==> src/rtl/regfile_dumper_pkg.sv <==
`default_nettype none
// ============================================================================
// Module      : regfile_dumper_pkg
// Description : Shared CPU constants and the dumper state encoding.
// Revision    : 1.0 - initial release
// ============================================================================
package regfile_dumper_pkg;

    localparam int XLEN       = 32;
    localparam int REG_ADDR_W = 5;
    localparam int NUM_REGS   = 32;

    typedef enum logic [1:0] {
        ST_IDLE = 2'd0,
        ST_READ = 2'd1,
        ST_SEND = 2'd2,
        ST_DONE = 2'd3
    } dump_state_e;

endpackage : regfile_dumper_pkg
`default_nettype wire

==> src/rtl/regfile_dumper_if.sv <==
`default_nettype none
// ============================================================================
// Module      : regfile_dumper_if
// Description : Valid/ready word stream carrying dumped register values.
// Revision    : 1.0 - initial release
// ============================================================================
interface regfile_dumper_if;
    import regfile_dumper_pkg::*;

    logic                  out_valid;
    logic                  out_ready;
    logic [XLEN-1:0]       out_data;
    logic [REG_ADDR_W-1:0] out_index;
    logic                  out_last;

    // Producer side: the dumper
    modport master (
        output out_valid,
        output out_data,
        output out_index,
        output out_last,
        input  out_ready
    );

    // Consumer side: UART / VGA register view
    modport slave (
        input  out_valid,
        input  out_data,
        input  out_index,
        input  out_last,
        output out_ready
    );
endinterface : regfile_dumper_if
`default_nettype wire

==> src/rtl/regfile_dumper.sv <==
`default_nettype none
// ============================================================================
// Module      : regfile_dumper
// Description : Walks the register file through one combinational read port
//               and streams each value with its index. hold_req tells the
//               core to suppress register writes while a dump is in flight.
// Revision    : 1.0 - initial release
// ============================================================================
module regfile_dumper
    import regfile_dumper_pkg::*;
#(
    parameter int FIRST_REG = 0,
    parameter int LAST_REG  = 31
) (
    input  wire logic                  clock,
    input  wire logic                  reset,
    input  wire logic                  start,
    output logic [REG_ADDR_W-1:0]      rf_addr,
    input  wire logic [XLEN-1:0]       rf_data,
    regfile_dumper_if.master           bus,
    output logic                       busy,
    output logic                       hold_req,
    output logic                       done
);

    // Illegal index ranges are rejected at elaboration time
    generate
        if (FIRST_REG < 0 || FIRST_REG > LAST_REG || LAST_REG > NUM_REGS - 1) begin : g_param_check
            $fatal(1, "regfile_dumper: need 0 <= FIRST_REG <= LAST_REG <= 31");
        end
    endgenerate

    localparam logic [REG_ADDR_W-1:0] C_FIRST = REG_ADDR_W'(FIRST_REG);
    localparam logic [REG_ADDR_W-1:0] C_LAST  = REG_ADDR_W'(LAST_REG);

    dump_state_e           state_q, state_d;
    logic [REG_ADDR_W-1:0] idx_q,   idx_d;
    logic                  valid_q, valid_d;
    logic [XLEN-1:0]       data_q,  data_d;
    logic [REG_ADDR_W-1:0] index_q, index_d;
    logic                  last_q,  last_d;
    logic                  done_q,  done_d;

    // Next-state, index walk and output-register update
    always_comb begin
        state_d = state_q;
        idx_d   = idx_q;
        valid_d = valid_q;
        data_d  = data_q;
        index_d = index_q;
        last_d  = last_q;
        done_d  = 1'b0;
        unique case (state_q)
            ST_IDLE: begin
                idx_d   = C_FIRST;
                valid_d = 1'b0;
                last_d  = 1'b0;
                if (start) begin
                    state_d = ST_READ;
                end
            end
            ST_READ: begin
                // Snapshot taken here; later writes cannot disturb the word
                data_d  = rf_data;
                index_d = idx_q;
                last_d  = (idx_q == C_LAST);
                valid_d = 1'b1;
                state_d = ST_SEND;
            end
            ST_SEND: begin
                if (bus.out_ready) begin
                    valid_d = 1'b0;
                    last_d  = 1'b0;
                    if (idx_q == C_LAST) begin
                        // Rewind now so rf_addr already shows FIRST_REG in DONE/IDLE
                        idx_d   = C_FIRST;
                        done_d  = 1'b1;
                        state_d = ST_DONE;
                    end else begin
                        idx_d   = idx_q + REG_ADDR_W'(1);
                        state_d = ST_READ;
                    end
                end
            end
            ST_DONE: begin
                state_d = ST_IDLE;
            end
            default: begin
                state_d = ST_IDLE;
            end
        endcase
    end

    // State and output registers; reset wins over any in-flight word
    always_ff @(posedge clock) begin
        if (reset) begin
            state_q <= ST_IDLE;
            idx_q   <= C_FIRST;
            valid_q <= 1'b0;
            data_q  <= '0;
            index_q <= '0;
            last_q  <= 1'b0;
            done_q  <= 1'b0;
        end else begin
            state_q <= state_d;
            idx_q   <= idx_d;
            valid_q <= valid_d;
            data_q  <= data_d;
            index_q <= index_d;
            last_q  <= last_d;
            done_q  <= done_d;
        end
    end

    assign rf_addr       = idx_q;
    assign bus.out_valid = valid_q;
    assign bus.out_data  = data_q;
    assign bus.out_index = index_q;
    assign bus.out_last  = last_q;
    assign done          = done_q;
    assign busy          = (state_q != ST_IDLE);
    assign hold_req      = busy;

endmodule : regfile_dumper
`default_nettype wire

==> src/flat_wrapper.sv <==
// flat-port wrapper written by rule: the top's interface ports become plain ports
module regfile_dumper_flat import regfile_dumper_pkg::*;
#(
    parameter int FIRST_REG = 0,
    parameter int LAST_REG  = 31
)
  (clock, reset, start, rf_addr, rf_data, busy, hold_req, done, bus_out_valid, bus_out_data, bus_out_index, bus_out_last, bus_out_ready);
  regfile_dumper_if bus_i ();
  input  wire logic clock;
  input  wire logic reset;
  input  wire logic start;
  output logic [REG_ADDR_W-1:0] rf_addr;
  input  wire logic [XLEN-1:0] rf_data;
  output logic busy;
  output logic hold_req;
  output logic done;
  output wire logic [$bits(bus_i.out_valid)-1:0] bus_out_valid;
  output wire logic [$bits(bus_i.out_data)-1:0] bus_out_data;
  output wire logic [$bits(bus_i.out_index)-1:0] bus_out_index;
  output wire logic [$bits(bus_i.out_last)-1:0] bus_out_last;
  input wire logic [$bits(bus_i.out_ready)-1:0] bus_out_ready;
  assign bus_out_valid = bus_i.out_valid;
  assign bus_out_data = bus_i.out_data;
  assign bus_out_index = bus_i.out_index;
  assign bus_out_last = bus_i.out_last;
  assign bus_i.out_ready = bus_out_ready;
  regfile_dumper #(.FIRST_REG(FIRST_REG), .LAST_REG(LAST_REG)) u_core (.clock(clock), .reset(reset), .start(start), .rf_addr(rf_addr), .rf_data(rf_data), .bus(bus_i), .busy(busy), .hold_req(hold_req), .done(done));
endmodule
==> config.mk <==
export PLATFORM = sky130hd
export DESIGN_NAME = regfile_dumper_flat
export DESIGN_NICKNAME = d
export VERILOG_FILES = /design/src/rtl/regfile_dumper_pkg.sv /design/src/rtl/regfile_dumper_if.sv /design/src/rtl/regfile_dumper.sv /design/src/flat_wrapper.sv
export SDC_FILE = /design/constraint.sdc
export NUM_CORES = 1
export LEC_CHECK = 0
export ABC_AREA = 1
export BUFFER_PORTS_ARGS = -buffer_cell sky130_fd_sc_hd__buf_2
export CORE_AREA = 2 2 66 68
export DETAILED_ROUTE_END_ITERATION = 6
export DIE_AREA = 0 0 68 70
export HOLD_SLACK_MARGIN = 0.03
export PLACE_DENSITY = 0.78
export SLEW_MARGIN = 20
export SYNTH_ARGS = -nofsm -noshare
export SYNTH_HDL_FRONTEND = slang
export SYNTH_SLANG_ARGS = --single-unit
==> constraint.sdc <==
create_clock -name clock -period 1.8 [get_ports clock]
set_input_delay 0 -clock clock [delete_from_list [all_inputs] [get_ports clock]]
set_output_delay 0 -clock clock [all_outputs]
set_load 0.01 [all_outputs]
-- Yosys cells after proc, flatten, opt, wreduce, memory -nomap -nowiden
Cells that the tools add are included.
- bits in registers: 47
- input port bits: 36
- logic and storage cells: 35
- $add $sub $neg: 1
- equal/unequal tests: 6
- multiplexer cells: 11
- bitwise operators: 2
- reductions and logical operators: 8
- operators by type and width (cell ; number):
    5-bit 2-to-1 mux ; 2
    5-bit one-hot mux with 2 select lines ; 1
    2-bit one-hot mux with 4 select lines ; 1
    2-bit 2-to-1 mux ; 3
    1-bit one-hot mux with 3 select lines ; 2
    2-bit AND reduction ; 3
    5-bit by 1-bit adder with 5-bit output, second input constant ; 1
    5-bit equality test, second input constant ; 1
    2-bit equality test, second input constant ; 2
    2-bit inequality test, second input constant ; 2
    2-bit nonzero test ; 2
    3-bit nonzero test ; 1
    3-bit OR reduction ; 1
    2-bit by 1-bit equality test with 1-bit output, second input constant ; 1
    2-bit logical NOT ; 1
    1-bit 2-to-1 mux ; 2
    1-bit inverter ; 2

-- Depth between registers and ports, before layout
Gate-level depths: netlist of run 1.
- depth in word-level cells: 4
- depth in mapped cells: 9
- mapped depth without buffers: 9

-- Worst setup path after synthesis of run 1
OpenSTA, ideal clock, no wires.
- path type: register to register
- start point: register u_core.idx_q[0], in the netlist u_core.rf_addr[0]
- end point: register u_core.idx_q[2], in the netlist u_core.rf_addr[2]
- setup time: 0.109 ns
- data arrival time: 1.251 ns
- data required time: 1.691 ns
- slack: 0.440 ns
- stages on the path, launching flop included: 10
- path buffers: 0
- period minus slack after synthesis: 1.360 ns
- path through: dfxtp_1 -> ha_1 -> nand2_1 -> nor2_1 -> ha_1 -> nor2_1 -> nand3_1 -> nand2_1 -> nand2_1 -> inv_1
- word-level cells in the longest chain between the ends: 4
- elaborated cells between the ends (all ways): 5
- classes of those cells: 1 x add/sub; 1 x eq/ne; 3 x mux
- RTL lines (what ; line ; text):
    start: declaration ; regfile_dumper.sv:37 ; logic [REG_ADDR_W-1:0] idx_q, idx_d;
    start signal: assignment ; regfile_dumper.sv:106 ; idx_q <= idx_d;
    5-bit by 1-bit adder with 5-bit output or 5-bit equality test (tied branches) ; regfile_dumper.sv:80, regfile_dumper.sv:74 ;
    5-bit 2-to-1 mux * ; regfile_dumper.sv:74 ; if (idx_q == C_LAST) begin
    5-bit 2-to-1 mux * ; regfile_dumper.sv:71 ; if (bus.out_ready) begin
    5-bit one-hot mux with 2 select lines * ; regfile_dumper.sv:53 ; unique case (state_q)
Every way passes the cells marked *; elsewhere a longest branch is shown, timed or not. The select of a mux whose other input is x is not followed.
A chain may end at the register's enable or synchronous reset.

-- Final worst setup path of run 1
Same ends and word-level chain as after synthesis.

==> results of run 1 <==
## power groups by stage
| stage | logic [mW] | registers (mW) | clock network [mW] |
|---|---|---|---|
| 4_1_cts | 0.501 | 1.20 | 0.701 |
| 2_1_floorplan | 0.215 | 1.27 | 0 |
| 3_3_place_gp | 0.432 | 1.22 | 0 |
| 5_1_grt | 0.565 | 1.21 | 0.743 |
| 3_5_place_dp | 0.442 | 1.22 | 0 |
| 6_report | 0.501 | 1.20 | 0.682 |
## worst paths after layout
check / cells past startpoint / slack [ns] / startpoint / endpoint
worst max-delay path: 9 / 0.30 / u_core.rf_addr[0] / u_core.rf_addr[2]
worst min-delay path: 4 / 0.46 / rf_data[28] / u_core.bus.out_data[28]
worst max register to register: 9 / 0.30 / u_core.rf_addr[0] / u_core.rf_addr[2]
worst min register to register: 2 / 0.48 / u_core.bus.out_last / u_core.bus.out_last
## through the flow
step	worst slack, ns	util, %	instance area [um^2]	cells	hold WS, ns
floorplan	0.4404	-	1732	225	0.06907
global placement	0.4491	51.87	2150	349	0.2206
detailed placement	0.3393	51.87	2150	349	0.2272
finish	0.3049	62.74	2600	392	0.4621
CTS	0.3271	62.74	2600	392	0.4516
global route	0.1404	62.74	2600	392	0.4679
## Yosys cell counts, drive strengths merged
cell | count | area (um^2)
clkbuf | 3 | 11.26
nand2 | 21 | 81.33
nor2 | 81 | 311.6
a21oi | 4 | 20.02
nor3 | 2 | 10.01
o21ai | 38 | 190.2
ha | 2 | 25.02
dfxtp | 47 | 940.9
buf | 9 | 61.31
nand3 | 8 | 40.04
inv | 9 | 33.78
nand4 | 1 | 6.260
## per-layer routing
metal,share of wire (%),track usage [%],up-vias
li1,-,-,940
met1,42,23.64,837
met2,51,35.71,60
met3,6.1,5.958,5
met4,1.4,7.333,0
met5,0,0,-
## registers in the layout (all words and copies together), names as in the netlist
name and count:
u_core.done 1, u_core.bus.out_valid 1, u_core.rf_addr 5, u_core.bus.out_data 32, u_core.bus.out_last 1, u_core.state_q 2
u_core.bus.out_index 5
## cell type report
cell class,count,area [um^2]
Fill cell,338,1544
Sequential cell,47,940.9
Timing Repair Buffer,119,775.7
Multi-Input combinational cell,157,684.4
Clock buffer,8,100.1
Tap cell,52,65.06
Inverter,9,33.78
## cell families (layout without fill, tap and decap cells)
family / Yosys count / count (layout) / share of synthesized area, %
fa+ha+maj: 2 / 2 / 1.445
flops: 47 / 47 / 54.34
compound gates: 42 / 42 / 12.14
simple gates: 113 / 113 / 25.94
buf+inv: 21 / 136 / 6.142
## tightest hold or removal path, stage by stage
cell           delay (ns)
dlygate4sd3_1        0.52
buf_2                0.09
nor2_1               0.03
nor2_1               0.08
## what timing repair did
item,in CTS,in global routing
hold buffers,35,0
setup buffers,0,0
setup endpoints to repair,0,0
hold endpoints to repair,36,0
==> impl_metrics.toml, run 1 <==
[final_layout]
area_growth_syn_to_layout_pct = 50.14
diodes = 0
final_common_cell = "buf_2"
layout_common_cells = "82 x buf_2, 80 x nor2_1, 47 x dfxtp_1, 35 x dlygate4sd3_1, 33 x o21ai_0"
final_layout_size_suffix_gt1_share_pct = 28.24
nets = 377

[placed_design]
place_congestion = 0.8291
dp_hpwl_um = 2676
portBuffers = 82

[power]
power_switching_mw = 0.6658
internal_power_mw = 1.716
swShare_pct = 27.96
finalPower_mw = 2.382
pwr-share-seq_pct = 50.3
power-per-cell-area_nw_per_um2 = 916.0
ir_drop_mv = 0.4232
pwr-share-clk_pct = 28.7
p_leak_nw = 1.347
pwr-share-comb_pct = 21.0

[grt]
grt_max_degree = 44
grtUsageTotal_pct = 20.68
antenna_found_initial = 0
overflow = 0
grt_pass1_vias = 1673
grt_pass1_wl_um = 7438

[setup_path]
path_buf_inv = 1
critPathMostFrequentCell = "nand2_1"
worst-path-max-fanout = 7
crit_path_end_kind = "flop"
cp_data_arrival_time_ns = 1.70
crit_family = "simple AND/OR/NAND/NOR gates"
crit_type = "reg -> reg"
cp_slowest_cell = "dfxtp_1"
crit_chain = "ha_1 -> nand2_1 -> nor2_1 -> ha_1 -> nor2_1 -> nand3_1 -> nand2_1 -> nand2_1 -> inv_1"
cp_slowest_stage_delay_ns = 0.45
cp-start-kind = "flop"
crit_required_ns = 2.00

[sta]
worst_pin_slew_ns = 0.6284
finalSetupViolCount = 0
rsz0062_at_grt = "no"
fmaxAchievable_ghz = 0.6689
slew_headroom_pct = 58.05
period_needed_ns = 1.495
finalClockSkew_ns = 0.002128
fin_setup_tns_ns = 0
drv_slew = 0
hold_viol = 0
fin_crit_sh_pct = 83.06

[route]
drt_iter0_drc = 97
drt-wirelength-per-cell_um = 11.62
antenna_left = 0
viasPerCell = 4.699
vias = 1842
wirelength_um = 4555
remaining_drc_errors = 0
dr.pass1.iters = 4

[clocking]
cts.sinks = 47
clk_pin_slew_worst_paths_ns = 0.08
clk_latency_ns = 0.29
ctsHtreeMaxLevel = 2
clockRootBuffer = "clkbuf_8"
postCtsResizedCells = 0
cts_buffer_depth = 2
cts_tree = "done"
cts_buffers = 5

[die]
core_um2 = 4144
dieArea_um2 = 4760
chipWidth_um = 68
floorplan.initialDensity_pct = 41.79
rows = 24
die_h_um = 70
io_pins = 83

[synth]
ys_ff_latch = 47
synth_nets = 263
netlist_area_um2 = 1732
synth_warnings = 0
yosysSeqAreaShare_pct = 54.34
syn_area_per_cell_um2 = 7.696
netlist_instances = 225
synth_cell_types = 18

[job]
drv_cap = 0

[min_path]
worstHoldPathType = "in -> reg"

[run_status]
status = "finished clean"
(Power assumes the default switching activity.)
==> run 2, diff against run 1 <==
Settings changed: CORE_AREA 2 2 66 68 to 2 2 68 70, DIE_AREA 0 0 68 70 to 0 0 70 72, PLACE_DENSITY 0.78 to 0.77.
Clock period 1.8 ns to 1.35 ns, I/O delays scaled along.
==> run 2 against run 1 <==
  * Critical path depth did not move
  * Wire length down 2.1%
  * Sequential share of layout area down 0.40 points
==> impl_metrics.toml, run 2 (synthesized netlist as in run 1, its figures left out) <==
[clocking]
ctsHtreeMaxLevel = 2
clockRootBuffer = "clkbuf_8"
clk_pin_slew_worst_paths_ns = 0.08
cts_tree = "done"
clk_latency_ns = 0.29
post_cts.repair.setup_buffers = 0
cts.sinks = 47
cts_buffers = 5
cts_buffer_depth = 2

[final_layout]
fin_util_pct = 61.83
nets = 381
stdcell_count = 396
diodes = 0
final_common_cell = "buf_2"
design_area_um2 = 2636
largest_reg_flops = 32
area_growth_syn_to_layout_pct = 52.24
layout_common_cells = "82 x buf_2, 79 x nor2_1, 45 x dfxtp_1, 35 x dlygate4sd3_1, 33 x o21ai_0"
final_layout_size_suffix_gt1_share_pct = 30.52

[sta]
fin_setup_tns_ns = 0
period_needed_ns = 1.251
fin_hold_ws_ns = 0.4508
fmaxAchievable_ghz = 0.7996
hold_viol = 0
drv_slew = 0
finalClockSkew_ns = 0.005377
fin_crit_sh_pct = 92.64
finalSetupViolCount = 0
worst_slack_ns = 0.09935
slew_headroom_pct = 75.40
worst_pin_slew_ns = 0.3689

[setup_path]
crit_type = "reg -> reg"
cp_data_arrival_time_ns = 1.45
worst-path-max-fanout = 5
cp-start-kind = "flop"
crit_path_end_kind = "flop"
crit_required_ns = 1.55

[min_path]
worstHoldPathType = "in -> reg"

[route]
viasPerCell = 4.609
drt-wirelength-per-cell_um = 11.26
dr.pass1.iters = 4
vias = 1825
drt_iter0_drc = 111
antenna_left = 0
wirelength_um = 4459
remaining_drc_errors = 0

[run_status]
status = "finished clean"

[power]
ir_drop_mv = 0.7023
power-per-cell-area_nw_per_um2 = 1163
finalPower_mw = 3.066
p_leak_nw = 1.355

[placed_design]
dp_hpwl_um = 2786
dp_cells = 353
place_area_um2 = 2181
pre_cts_ws_ns = 0.08449
place_congestion = 0.8386
portBuffers = 82

[job]
drv_cap = 0

[die]
floorplan.initialDensity_pct = 40.61
die_h_um = 72
rows = 24
dieArea_um2 = 5040
chipWidth_um = 70
io_pins = 83
core_um2 = 4264

[grt]
overflow = 0
grtUsageTotal_pct = 17.51
antenna_found_initial = 0
grt_max_degree = 37
grt_pass1_vias = 1673
grt_pass1_wl_um = 7134
-- run 2: cell types whose count changed in the layout (fill, tap and decap cells not counted), moves of 2 or more --
| cell | change |
|---|---|
| buf_4 | +4 |
| clkbuf_8 | -2 |
| dfxtp_1 | -2 |
| dfxtp_2 | +2 |
| ha_1 | -2 |
-- run 2: layer usage --
metal / global-route usage (%) / wire [um] / up-vias
met5: 0 / 0 / -
met4: 8.974 / 37 / 0
met3: 2.917 / 211 / 2
met2: 31.01 / 2237 / 52
met1: 20.56 / 1973 / 820
li1: - / - / 951
-- run 2: cell type report --
cell class | instances | area [um^2]
clock buffer | 7 | 76.32
clock inverter | 1 | 5.005
fill | 367 | 1628
inverter | 9 | 36.28
multi-input combinational | 157 | 704.4
sequential | 47 | 943.4
tap | 52 | 65.06
timing repair buffer | 123 | 805.8
-- run 2: power breakdown --
part           switching (mW)  internal, mW  leakage (nW)
Clock                   0.432         0.364        0.0422
Combinational           0.375         0.297         0.925
Sequential             0.0684          1.53         0.387
Total                   0.875          2.19          1.35
-- run 2: final timing paths --
check,startpoint,endpoint,slack (ns),cells past startpoint
worst max register to register,u_core.rf_addr[0],u_core.rf_addr[2],0.1,9
worst max-delay path,u_core.rf_addr[0],u_core.rf_addr[2],0.1,9
worst min-delay path,rf_data[2],u_core.bus.out_data[2],0.45,4
worst min register to register,u_core.bus.out_last,u_core.bus.out_last,0.49,2
-- run 2: worst max-delay path: stages, from the launching register on --
cell and delay [ns]:
dfxtp_2 0.36, ha_4 0.14, nand2_2 0.07, nor2_2 0.11, ha_2 0.22, nor2_1 0.06
nand3_1 0.07, nand2_1 0.05, nand2_1 0.06, inv_1 0.03
-- run 2: what timing repair did --
item,CTS,global route
endpoints found under the hold margin,36,0
setup endpoints to repair,0,9
hold buffers,35,0
gates resized for setup,0,8
